===== src/rtl/sr_cmd_pkg.sv =====
// Shared encodings and small helpers for the SR command driver.
package sr_cmd_pkg;

  typedef enum logic [1:0] {
    CMD_NOP = 2'b00,
    CMD_SET = 2'b01,
    CMD_CLR = 2'b10,
    CMD_TGL = 2'b11
  } cmd_e;

  typedef enum logic [1:0] {
    ERR_OK      = 2'b00,
    ERR_BAD_IDX = 2'b01,
    ERR_TIMEOUT = 2'b10,
    ERR_INVALID = 2'b11
  } err_e;

  typedef enum logic [1:0] {
    ST_IDLE  = 2'b00,
    ST_DRIVE = 2'b01,
    ST_CHECK = 2'b10,
    ST_RESP  = 2'b11
  } state_e;

  // Context latched at accept and carried to the response.
  typedef struct packed {
    logic target;
    err_e err;
  } ctx_t;

  // Counter width able to hold values 0..max_val, never narrower than 1.
  function automatic int unsigned cnt_width(input int unsigned max_val);
    return (max_val <= 1) ? 1 : $clog2(max_val + 1);
  endfunction

endpackage


===== src/rtl/sr_cmd_driver_if.sv =====
// Request/response handshake between control logic and the SR command driver.
interface sr_cmd_driver_if #(
  parameter int unsigned IDX_W = 2
);
  logic             req_valid;
  logic             req_ready;
  logic [1:0]       req_cmd;
  logic [IDX_W-1:0] req_idx;
  logic             done;
  logic [1:0]       resp_err;
  logic             resp_q;

  modport master (
    output req_valid, req_cmd, req_idx,
    input  req_ready, done, resp_err, resp_q
  );

  modport slave (
    input  req_valid, req_cmd, req_idx,
    output req_ready, done, resp_err, resp_q
  );
endinterface


===== src/rtl/sr_fb_sync.sv =====
// N-bit two-flop synchroniser for flop-bank feedback.
module sr_fb_sync #(
  parameter int unsigned W = 4
) (
  input  logic         CLK,
  input  logic         RST_N,
  input  logic [W-1:0] d,
  output logic [W-1:0] q
);
  logic [W-1:0] meta;

  // Two register stages; reset clears both.
  always_ff @(posedge CLK) begin
    if (!RST_N) begin
      meta <= '0;
      q    <= '0;
    end else begin
      meta <= d;
      q    <= meta;
    end
  end
endmodule


===== src/rtl/sr_cmd_driver.sv =====
// Drives exclusive S/R pulses into an SR flop bank and confirms the result via feedback.
module sr_cmd_driver
  import sr_cmd_pkg::*;
#(
  parameter int unsigned N            = 4,
  parameter int unsigned PULSE_CYCLES = 2,
  parameter int unsigned TIMEOUT      = 8,
  parameter int unsigned IDX_W        = (N > 1) ? $clog2(N) : 1
) (
  input  logic         CLK,
  input  logic         RST_N,
  sr_cmd_driver_if.slave bus,
  output logic [N-1:0] S,
  output logic [N-1:0] R,
  input  logic [N-1:0] Q,
  input  logic [N-1:0] Qn
);

  localparam int unsigned PW = cnt_width(PULSE_CYCLES);
  localparam int unsigned TW = cnt_width(TIMEOUT);

  state_e        state;
  ctx_t          ctx;
  logic [N-1:0]  sel;
  logic [PW-1:0] pcnt;
  logic [TW-1:0] tcnt;
  logic [N-1:0]  qs;
  logic [N-1:0]  qns;

  cmd_e          cmd_c;
  logic [N-1:0]  acc_mask_c;
  logic          bad_idx_c;
  logic          target_c;
  logic          qs_sel_c;
  logic          qns_sel_c;

  sr_fb_sync #(.W(N)) u_sync_q (
    .CLK  (CLK),
    .RST_N(RST_N),
    .d    (Q),
    .q    (qs)
  );

  sr_fb_sync #(.W(N)) u_sync_qn (
    .CLK  (CLK),
    .RST_N(RST_N),
    .d    (Qn),
    .q    (qns)
  );

  // Decode the incoming request and select feedback bits; shifts avoid out-of-range indexing.
  always_comb begin
    cmd_c      = cmd_e'(bus.req_cmd);
    acc_mask_c = N'(1) << bus.req_idx;
    bad_idx_c  = (32'(bus.req_idx) >= N);
    qs_sel_c   = |(qs & sel);
    qns_sel_c  = |(qns & sel);
    target_c   = 1'b0;
    case (cmd_c)
      CMD_SET: target_c = 1'b1;
      CMD_CLR: target_c = 1'b0;
      CMD_TGL: target_c = ~(|(qs & acc_mask_c));
      default: target_c = 1'b0;
    endcase
  end

  // Command FSM with registered S/R, handshake and response outputs.
  always_ff @(posedge CLK) begin
    if (!RST_N) begin
      state         <= ST_IDLE;
      ctx           <= '{target: 1'b0, err: ERR_OK};
      sel           <= '0;
      pcnt          <= '0;
      tcnt          <= '0;
      S             <= '0;
      R             <= '0;
      bus.req_ready <= 1'b1;
      bus.done      <= 1'b0;
      bus.resp_err  <= 2'b00;
      bus.resp_q    <= 1'b0;
    end else begin
      bus.done <= 1'b0;
      case (state)
        ST_IDLE: begin
          if (bus.req_valid && bus.req_ready) begin
            bus.req_ready <= 1'b0;
            pcnt          <= '0;
            tcnt          <= '0;
            ctx.target    <= target_c;
            if (cmd_c == CMD_NOP) begin
              sel     <= acc_mask_c;
              ctx.err <= ERR_OK;
              state   <= ST_RESP;
            end else if (bad_idx_c) begin
              sel     <= '0;
              ctx.err <= ERR_BAD_IDX;
              state   <= ST_RESP;
            end else begin
              sel     <= acc_mask_c;
              ctx.err <= ERR_OK;
              S       <= target_c ? acc_mask_c : '0;
              R       <= target_c ? '0 : acc_mask_c;
              state   <= ST_DRIVE;
            end
          end
        end

        ST_DRIVE: begin
          if (pcnt >= PW'(PULSE_CYCLES - 1)) begin
            S     <= '0;
            R     <= '0;
            tcnt  <= '0;
            state <= ST_CHECK;
          end else begin
            pcnt <= pcnt + PW'(1);
          end
        end

        ST_CHECK: begin
          S <= '0;
          R <= '0;
          if (qs_sel_c == qns_sel_c) begin
            ctx.err <= ERR_INVALID;
            state   <= ST_RESP;
          end else if (qs_sel_c == ctx.target) begin
            ctx.err <= ERR_OK;
            state   <= ST_RESP;
          end else if (tcnt >= TW'(TIMEOUT - 1)) begin
            ctx.err <= ERR_TIMEOUT;
            state   <= ST_RESP;
          end else begin
            tcnt <= tcnt + TW'(1);
          end
        end

        ST_RESP: begin
          bus.done      <= 1'b1;
          bus.resp_err  <= ctx.err;
          bus.resp_q    <= qs_sel_c;
          bus.req_ready <= 1'b1;
          state         <= ST_IDLE;
        end

        default: begin
          S             <= '0;
          R             <= '0;
          bus.req_ready <= 1'b1;
          state         <= ST_IDLE;
        end
      endcase
    end
  end

endmodule


===== src/flat_wrapper.sv =====
// flat-port wrapper written by rule: the top's interface ports become plain ports
module sr_cmd_driver_flat import sr_cmd_pkg::*;
#(
  parameter int unsigned N            = 4,
  parameter int unsigned PULSE_CYCLES = 2,
  parameter int unsigned TIMEOUT      = 8,
  parameter int unsigned IDX_W        = (N > 1) ? $clog2(N) : 1
)
  (CLK, RST_N, S, R, Q, Qn, bus_req_valid, bus_req_cmd, bus_req_idx, bus_req_ready, bus_done, bus_resp_err, bus_resp_q);
  sr_cmd_driver_if #(.IDX_W(IDX_W)) bus_i ();
  input  logic CLK;
  input  logic RST_N;
  output logic [N-1:0] S;
  output logic [N-1:0] R;
  input  logic [N-1:0] Q;
  input  logic [N-1:0] Qn;
  input wire logic [$bits(bus_i.req_valid)-1:0] bus_req_valid;
  input wire logic [$bits(bus_i.req_cmd)-1:0] bus_req_cmd;
  input wire logic [$bits(bus_i.req_idx)-1:0] bus_req_idx;
  output wire logic [$bits(bus_i.req_ready)-1:0] bus_req_ready;
  output wire logic [$bits(bus_i.done)-1:0] bus_done;
  output wire logic [$bits(bus_i.resp_err)-1:0] bus_resp_err;
  output wire logic [$bits(bus_i.resp_q)-1:0] bus_resp_q;
  assign bus_i.req_valid = bus_req_valid;
  assign bus_i.req_cmd = bus_req_cmd;
  assign bus_i.req_idx = bus_req_idx;
  assign bus_req_ready = bus_i.req_ready;
  assign bus_done = bus_i.done;
  assign bus_resp_err = bus_i.resp_err;
  assign bus_resp_q = bus_i.resp_q;
  sr_cmd_driver #(.N(N), .PULSE_CYCLES(PULSE_CYCLES), .TIMEOUT(TIMEOUT), .IDX_W(IDX_W)) u_core (.CLK(CLK), .RST_N(RST_N), .bus(bus_i), .S(S), .R(R), .Q(Q), .Qn(Qn));
endmodule

===== config.mk =====
export PLATFORM = sky130hd
export DESIGN_NAME = sr_cmd_driver_flat
export DESIGN_NICKNAME = d
export VERILOG_FILES = /design/src/rtl/sr_cmd_pkg.sv /design/src/rtl/sr_cmd_driver_if.sv /design/src/rtl/sr_fb_sync.sv /design/src/rtl/sr_cmd_driver.sv /design/src/flat_wrapper.sv
export SDC_FILE = /design/constraint.sdc
export NUM_CORES = 1
export LEC_CHECK = 0
export ABC_AREA = 1
export CAP_MARGIN = 20
export CORE_MARGIN = 2
export CORE_UTILIZATION = 55
export DETAILED_ROUTE_END_ITERATION = 10
export PLACE_DENSITY_LB_ADDON = 0.08
export SLEW_MARGIN = 15
export SYNTH_ARGS = -nofsm -noshare
export SYNTH_HDL_FRONTEND = slang
export SYNTH_SLANG_ARGS = --single-unit
export TNS_END_PERCENT = 1

===== constraint.sdc =====
create_clock -name CLK -period 4.6 [get_ports CLK]
set_input_delay 1.38 -clock CLK [delete_from_list [all_inputs] [get_ports CLK]]
set_output_delay 1.38 -clock CLK [all_outputs]
set_load 0.02 [all_outputs]

Yosys cells after proc, flatten, opt, wreduce, memory -nomap -nowiden
Index checks and enable logic that the tools add are counted.

Output and inout port bits: 13. Register bits after elaboration: 44.

Eq/ne operators: 15. Reductions and logical operators: 17. $lt $le $gt $ge: 2. Shift operators: 1. Add/subtract/negate cells: 2. Bitwise gates (word level): 4. Muxes and demuxes: 33.

Operators with widths (count): 2-to-1 mux 4 bit (11); case mux 4 bit (3 select lines) (3); 2-to-1 mux 2 bit (12); bitwise AND 4 bit (3); OR reduction 4 bit (3); != test 2 bit (second input constant) (5); AND reduction 3 bit (3); case mux 2 bit (2 select lines) (2); case mux 2 bit (4 select lines) (1); equality test 2 bit (second input constant) (3); AND reduction 6 bit (1); nonzero test 2 bit (3); adder 4 x 1 -> 4 bit (second input constant) (1); equality test 2 x 1 -> 1 bit (second input constant) (2); >= comparator 4 x 3 -> 1 bit (second input constant) (1); logical NOT 2 bit (2); != test 2 x 1 -> 1 bit (second input constant) (2); != test 4 x 1 -> 1 bit (second input constant) (1); case mux 1 bit (2 select lines) (2); AND reduction 2 bit (2); AND reduction 4 bit (1); << shifter 1 x 2 -> 4 bit (first input constant) (1); nonzero test 3 bit (1); adder 2 x 1 -> 2 bit (second input constant) (1); other kinds (5) (7).

Longest topological paths before layout
Gate-level depths: netlist of run 1.

Depth in word-level cells: 9. Mapped depth: 13.

Cells and area by module
From an unflattened synthesis of run 1, not the netlist that was laid out.

Cell total of the unflattened synthesis: 268. Area, all modules: 1939.4 um^2.

Modules (own cells, without submodules): sr_cmd_driver (times used 1, area an instance 1488.9 um^2, cells each 218); sr_fb_sync (times used 2, area an instance 225.2 um^2, cells each 25).

Worst setup path after synthesis of run 1
No wires, ideal clock.

Path type: input to register. Start: in bus_req_valid. End: reg u_core.R[1]. Stages on the path: 8. Arrival time: 2.124 ns. Slack: 2.405 ns. Library setup time: 0.070 ns. Path through: nand2_1 > nand2_1 > o21ai_1 > nor2_2 > nand2_2 > nor3_1 > nand2_1 > a21oi_1.

Cells in the longest elaborated chain, start to end: 3.

Ends and longest elaborated chain: start, declared (RTL line flat_wrapper.sv:17) `input wire logic [$bits(bus_i.req_valid)-1:0] bus_req_valid;`; logical AND 1 bit (RTL line sr_cmd_driver.sv:85) `if (bus.req_valid && bus.req_ready) begin`; != test 2 x 1 -> 1 bit (no source line); AND reduction 4 bit (no source line); end signal, assigned (RTL line sr_cmd_driver.sv:102) `R <= target_c ? '0 : acc_mask_c;`; end, declared (RTL line sr_cmd_driver.sv:14) `output logic [N-1:0] R,`.

No other way between the ends. A chain may end at the register's enable or synchronous reset.

Worst setup path after layout of run 1
Start: reg u_core.bus.req_ready. End: out bus_req_ready.

RTL lines: start, declared (RTL line sr_cmd_driver_if.sv:20) `output req_ready, done, resp_err, resp_q`; start signal, assigned (RTL line sr_cmd_driver.sv:77) `bus.req_ready <= 1'b1;`; start signal, assigned (RTL line sr_cmd_driver.sv:86) `bus.req_ready <= 1'b0;`; start signal, assigned (RTL line sr_cmd_driver.sv:140) `bus.req_ready <= 1'b1;`; end, declared (RTL line flat_wrapper.sv:20) `output wire logic [$bits(bus_i.req_ready)-1:0] bus_req_ready;`.

No word-level cell between the ends.

==> metrics.cfg, run 1 <==
[status]
status=completed

[logic_synthesis]
synth_area_mm2=0.00195
ys_warn_count=0
avgSynthCellArea_um2=7.05
ys_ff_latch=44
seq_area_frac_synth=0.452
synth_cell_types=25
synthCells=276
synth_area_leader_cell=dfxtp_1
syn_nets=297
synth_top_area_share=0.452
synthTopCellsByArea=dfxtp_1 45%, nand2_1 14%, inv_1 9.8%

[sta]
worst_pin_slew_ns=0.475
hold_ws_ns=0.418
final.setup_skew_ns=0.0147
slew_headroom=0.683
finalSetupTns_ns=0
report.final.slew_viol_count=0
min_period_ns=2.75
finalHoldViolations=0
setup_viol_count_final=0
fmax_ghz=0.364
rsz0062_at_grt=no
finalCritPeriodShare=0.597

[grt]
grt_max_degree=31
grt_antenna_before_repair=0
grt-ovfl-total=0
grt_pass1_wl_um=6420
grt_use_total=0.204
grt_pass1_vias=1492

[clocking]
clock-sinks=44
cts_buffers=5
post_cts_buffers=0
hold_buffers=0
root_buffer=clkbuf_4
cts_tree=done
ctsLongestPathBuffers=2
clk_latency_ns=0.36
cts_resized=0
clkTransAtPathRegs_ns=0.14
htree_levels=2

[routing]
drt-initial-drc-count=114
drc=0
wl_per_cell_um=10.3
ant_nets=0
wl_um=3640
dr.pass1.iters=4
via_per_inst=4.69
vias=1657

[floorplan]
start_util=0.579
rows=21
io_pins=28
design.die.area_mm2=0.00403
coreArea_mm2=0.00336
dieWidth_um=63.5
die-height_um=63.5

[placed_design]
gp_congestion=0.834
dp.final_hpwl_um=2700
portBuffers=27

[setup_path]
critical-path-max-stage-delay_ns=0.62
path_delay_family=buffers and inverters
path_max_fanout=4
startpoint_type=register
crit_path_cell_trace=clkdlybuf4s50_1
worst_ep_arrival_time_ns=1.37
critPathBufInv=1
critical_path_class=register to primary output
crit_slowest_cell=clkdlybuf4s50_1
endpoint_kind=primary output
rrSetupSlack_ns=2.87
required_ns=3.22

[cells_and_area]
seqCellArea_um2=881
multi_input_area_um2=841
nFillCells=321
nets=327
diodes=0
fin_util=0.696
areaGrowthSynthToFinish_pct=20.3
drive_above_1_share=0.0782

[pwr]
total_power_w=0.00123
p_leak_nw=1.14
p_per_area_mw_per_mm2=525
vdd_drop_max_uv=406

[worst_hold_path]
min_path_type=register to register

[job]
cap_violations=0

==> final cells by class <==
class | count | area share
sequential | 44 | 0.376
multi-input combinational | 175 | 0.359
timing repair buffer | 28 | 0.119
inverter | 52 | 0.0833
tap | 46 | 0.0246
clock buffer | 6 | 0.0219
clock inverter | 2 | 0.0166
==> layer usage <==
| layer | up-vias | track usage | part of all wire |
|---|---|---|---|
| met3 | 5 | 0.0536 | 0.050 |
| met1 | 716 | 0.251 | 0.48 |
| li1 | 897 | - | - |
| met5 | - | 0 | 0 |
| met4 | 0 | 0.0897 | 0.019 |
| met2 | 39 | 0.334 | 0.45 |
==> synthesized netlist by cell type <==
cell       n
nand2_1   75
inv_1     51
dfxtp_1   44
nor2_1    25
a21oi_1   24
nand2_2   10
nand3_1    9
o21ai_0    9
ha_1       6
clkbuf_1   3
nor3_1     3
a211oi_1   2
nand4_1    2
o21ai_1    2
a21boi_0   1
a31oi_1    1
buf_4      1
buf_6      1
inv_2      1
nor2_2     1
nor2_4     1
nor3_2     1
o21ai_2    1
or2_0      1
xor2_1     1
==> power by group <==
part / internal, W / switching (W) / leakage [nW]
clock network: 0.000130 / 0.000125 / 0.0484
logic: 0.000177 / 0.000320 / 0.733
registers: 0.000443 / 0.0000335 / 0.361
total: 0.000750 / 0.000479 / 1.14
==> metrics by stage <==
stage                     std cells  worst slack [ns]  instance area [um2]
after global routing            353              1.80                 2340
after detailed placement        345              1.64                 2250
after floorplan                 276              2.41                 1950
final                           353              1.85                 2340
after CTS                       353              1.83                 2340
after global placement          345              1.65                 2250
==> registers in the layout (all words and copies together) (netlist names) <==
name,count
u_core.bus.req_ready,1
u_core.u_sync_qn.meta,4
u_core.u_sync_q.meta,4
u_core.S,4
u_core.pcnt,2
u_core.bus.done,1
u_core.state,2
u_core.u_sync_q.q,4
u_core.bus.resp_err,2
u_core.u_sync_qn.q,4
u_core.bus.resp_q,1
u_core.R,4
u_core.tcnt,4
u_core.sel,4
u_core.ctx,3
==> cells by family (layout without fill, tap and decap cells) <==
family,after synthesis,after routing,synth area share
buffers and inverters,57,88,0.116
flip-flops,44,44,0.452
AO/OA/AOI/OAI,40,40,0.109
adder cells (fa/ha/maj),6,6,0.0386
XOR/XNOR,1,1,0.00450
AND/OR/NAND/NOR,128,128,0.280
==> worst paths after layout <==
kind,from,to,cells past startpoint
setup reg to reg,u_core.state[0],u_core.R[1],9
hold / removal,u_core.u_sync_q.meta[3],u_core.u_sync_q.q[3],2
hold reg to reg,u_core.u_sync_q.meta[3],u_core.u_sync_q.q[3],2
setup / recovery,u_core.bus.req_ready,bus_req_ready,1
==> cell usage in the layout (no fill, tap or decap), types with 2 or more instances in the layout <==
master	instances
nand2_2	10
nand4_1	2
clkdlybuf4s50_1	27
nand3_1	9
clkbuf_4	5
inv_1	51
dfxtp_1	44
o21ai_0	9
nor3_1	3
a211oi_1	2
o21ai_1	2
nor2_1	25
nand2_1	75
ha_1	6
a21oi_1	24
No activity file was read; power rests on OpenSTA's default activity.
==> inputs of run 2 (changes only) <==
- CORE_UTILIZATION: 55 -> 53
- clock period: 4.6 -> 2.8 ns (I/O delays scaled with it)
==> metrics.cfg, run 2 (synthesis gave the netlist of run 1 again) <==
[status]
status=completed

[pwr]
clkPwrFrac=0.241
p_seq_frac=0.373
p_per_area_mw_per_mm2=882
p_leak_nw=1.16
pwr-share-comb=0.386
switching_share=0.376
internal_power_w=0.00131
vdd_drop_max_uv=471
p_sw_w=0.000787

[clocking]
cts_buffers=5
ctsLongestPathBuffers=2
post_cts_buffers=0
hold_buffers=0
root_buffer=clkbuf_8
htree_levels=2
cts_tree=done
clk_latency_ns=0.29
clock-sinks=44
cts_resized=0
clkTransAtPathRegs_ns=0.08

[placed_design]
dp_cells=347
dp.final_hpwl_um=2570
portBuffers=27
dpl_cell_area_mm2=0.00225
gp_congestion=0.827

[sta]
slew_headroom=0.650
finalCritPeriodShare=0.762
finalHoldViolations=0
fmax_ghz=0.469
min_period_ns=2.13
rsz0062_at_grt=no
finalSetupTns_ns=0
final.setup_skew_ns=0.00409
setup_viol_count_final=0
report.final.slew_viol_count=0
worst_pin_slew_ns=0.524

[job]
cap_violations=0

[routing]
ant_nets=0
wl_um=3510
dr.pass1.iters=4
drc=0
drt-initial-drc-count=104
wl_per_cell_um=9.90
via_per_inst=4.64
vias=1646

[cells_and_area]
areaGrowthSynthToFinish_pct=22.0
nets=327
diodes=0
mostFrequentLayoutCell=nand2_1
final_cell_count_no_fill=355
layout_common_cells=75 x nand2_1, 51 x inv_1, 44 x dfxtp_1
fin_area_mm2=0.00238
nFillCells=337
drive_above_1_share=0.0782

[grt]
grt_pass1_vias=1417
grt_max_degree=30
grt_use_total=0.186
grt_antenna_before_repair=0
grt_pass1_wl_um=6030
grt-ovfl-total=0

[floorplan]
die-height_um=64.6
start_util=0.540
rows=22
design.die.area_mm2=0.00417
dieWidth_um=64.6
coreArea_mm2=0.00361
io_pins=28

[setup_path]
critical_path_class=register to primary output
crit_slowest_cell=clkdlybuf4s50_1
critPathBufInv=1
endpoint_kind=primary output
required_ns=1.96
startpoint_type=register
path_delay_family=buffers and inverters
worst_ep_arrival_time_ns=1.29
path_max_fanout=4
critical-path-max-stage-delay_ns=0.62
crit_path_cell_trace=clkdlybuf4s50_1

[worst_hold_path]
min_path_type=register to register

==> run 2: cell counts in the layout (fill, tap and decap cells not counted) <==
Identical to the previous run, type by type.
==> run 2: worst paths after layout <==
check             depth (start not counted)               endpoint  slack, ns                      from
setup / recovery                          1          bus_req_ready       0.67      u_core.bus.req_ready
hold / removal                            2  u_core.u_sync_qn.q[3]       0.41  u_core.u_sync_qn.meta[3]
setup reg to reg                          9            u_core.S[1]       1.10           u_core.state[1]
hold reg to reg                           2  u_core.u_sync_qn.q[3]       0.41  u_core.u_sync_qn.meta[3]
==> run 2: metrics by stage <==
stage | worst slack, ns | hold WS, ns | utilization | total power, W
floorplan | 1.15 | 0.390 | - | 0.00140
detailed placement | 0.365 | 0.398 | 0.625 | 0.00160
global route | 0.490 | 0.430 | 0.659 | 0.00227
finish | 0.667 | 0.413 | 0.659 | 0.00209
CTS | 0.651 | 0.414 | 0.659 | 0.00211
global placement | 0.402 | 0.394 | 0.625 | 0.00159
==> run 2: area by class of cell <==
cell class / count / area [um2] / area share
clock buffer: 6 / 82.6 / 0.0348
clock inverter: 2 / 38.8 / 0.0163
inverter: 52 / 195 / 0.0821
multi-input combinational: 175 / 841 / 0.354
sequential: 44 / 881 / 0.371
tap: 48 / 60.1 / 0.0253
timing repair buffer: 28 / 278 / 0.117
==> run 2: power by group through the flow <==
stage,sequential [W],combinational (W),clock (W)
floorplan,0.000815,0.000586,0
global placement,0.000793,0.000796,0
detailed placement,0.000795,0.000806,0
CTS,0.000781,0.000812,0.000520
global route,0.000795,0.000925,0.000550
finish,0.000780,0.000809,0.000505
==> run 2: metal layers <==
layer	up-vias	global-route usage	routed length (um)
met1	706	0.245	1770
met5	-	0	0
met2	30	0.289	1550
met3	8	0.0330	128
met4	0	0.106	59
li1	902	-	-
==> inputs of run 3 (changes only) <==
- CORE_UTILIZATION: 53 -> 48
- clock period: 2.8 -> 1.9 ns (I/O delays scaled with it)
==> metrics.cfg, run 3 (synthesis gave the netlist of run 1 again) <==
[floorplan]
io_pins=28
start_util=0.494
coreArea_mm2=0.00394
rows=23
dieWidth_um=67.7
die-height_um=67.7
design.die.area_mm2=0.00458

[clocking]
cts_buffers=5
clk_latency_ns=0.30
clock-sinks=44
htree_levels=2
cts_resized=0
cts_tree=done
post_cts_buffers=0
clkTransAtPathRegs_ns=0.08
hold_buffers=0
ctsLongestPathBuffers=2
root_buffer=clkbuf_8

[sta]
final.setup_skew_ns=0.00640
fmax_ghz=0.551
finalHoldViolations=0
finalCritPeriodShare=0.956
worst_pin_slew_ns=0.331
finalSetupTns_ns=0
report.final.slew_viol_count=0
fin_ws_ns=0.0845
setup_viol_count_final=0
slew_headroom=0.779
min_period_ns=1.82
rsz0062_at_grt=no

[placed_design]
dp.final_hpwl_um=2790
gp_congestion=0.821
portBuffers=27
place_ws_ns=-0.168

[cells_and_area]
areaGrowthSynthToFinish_pct=25.8
mostFrequentLayoutCell=nand2_1
seqCellArea_um2=881
layout_common_cells=75 x nand2_1, 51 x inv_1, 44 x dfxtp_1
nFillCells=381
drive_above_1_share=0.116
nets=339
diodes=0
multi_input_area_um2=845

[grt]
grt_pass1_vias=1360
grt_pass1_wl_um=6110
grt_use_total=0.182
grt-ovfl-total=0
grt_max_degree=19
grt_antenna_before_repair=0

[setup_path]
crit_slowest_cell=clkdlybuf4s50_1
worst_ep_arrival_time_ns=1.25
crit_path_cell_trace=clkdlybuf4s50_1
startpoint_type=register
path_max_fanout=2
critical_path_class=register to primary output
critical-path-max-stage-delay_ns=0.61
path_delay_family=buffers and inverters
required_ns=1.33
endpoint_kind=primary output
critPathBufInv=1

[status]
status=completed

[worst_hold_path]
min_path_type=register to register

[pwr]
p_per_area_mw_per_mm2=1260
internal_power_w=0.00188
pwr-share-comb=0.423
p_leak_nw=1.21
p_sw_w=0.00120
clkPwrFrac=0.202
p_seq_frac=0.375
vdd_drop_max_uv=792
switching_share=0.390

[routing]
wl_per_cell_um=9.99
vias=1647
wl_um=3690
drc=0
dr.pass1.iters=4
via_per_inst=4.46
ant_nets=0
drt-initial-drc-count=59

[job]
cap_violations=0

run 3: layer usage:
metal	track usage	vias up	wire (um)
li1	-	926	-
met1	0.241	691	1880
met2	0.273	26	1620
met3	0.0550	4	145
met4	0.0765	0	39
met5	0	-	0
run 3: cell type report:
cell class / instances / share of cell area
multi-input cells: 175 / 0.345
clock buffers: 6 / 0.0337
repair buffers: 40 / 0.151
inverters: 52 / 0.0797
clock inverters: 2 / 0.00562
flip-flops and latches: 44 / 0.360
well taps: 50 / 0.0255
run 3: worst paths after layout:
check	end	startpoint	slack, ns	depth (start not counted)
hold / removal	u_core.u_sync_q.q[1]	u_core.u_sync_q.meta[1]	0.42	2
setup reg to reg	u_core.R[1]	u_core.state[1]	0.22	9
setup / recovery	bus_resp_err[0]	u_core.bus.resp_err[0]	0.08	1
hold reg to reg	u_core.u_sync_q.q[1]	u_core.u_sync_q.meta[1]	0.42	2
run 3: tightest hold or removal path: stages, from the launching register on:
cell and delay (ns):
dfxtp_1 0.31, nand2_1 0.05, inv_1 0.04
run 3: power by group through the flow:
stage,clock network [W],registers [W],logic [W]
floorplan,0,0.00120,0.000863
global route,0.000676,0.00117,0.00148
CTS,0.000640,0.00115,0.00129
finish,0.000622,0.00115,0.00130
global placement,0,0.00117,0.00127
detailed placement,0,0.00117,0.00129
run 3: through the flow:
step,cells,util,cell area [um2],total power (W),hold WS (ns)
final,369,0.621,2450,0.00308,0.415
after global routing,369,0.621,2450,0.00333,0.432
after CTS,369,0.620,2440,0.00309,0.417
after detailed placement,361,0.595,2350,0.00246,0.398
after global placement,361,0.595,2350,0.00244,0.395
after floorplan,276,-,1950,0.00206,0.390
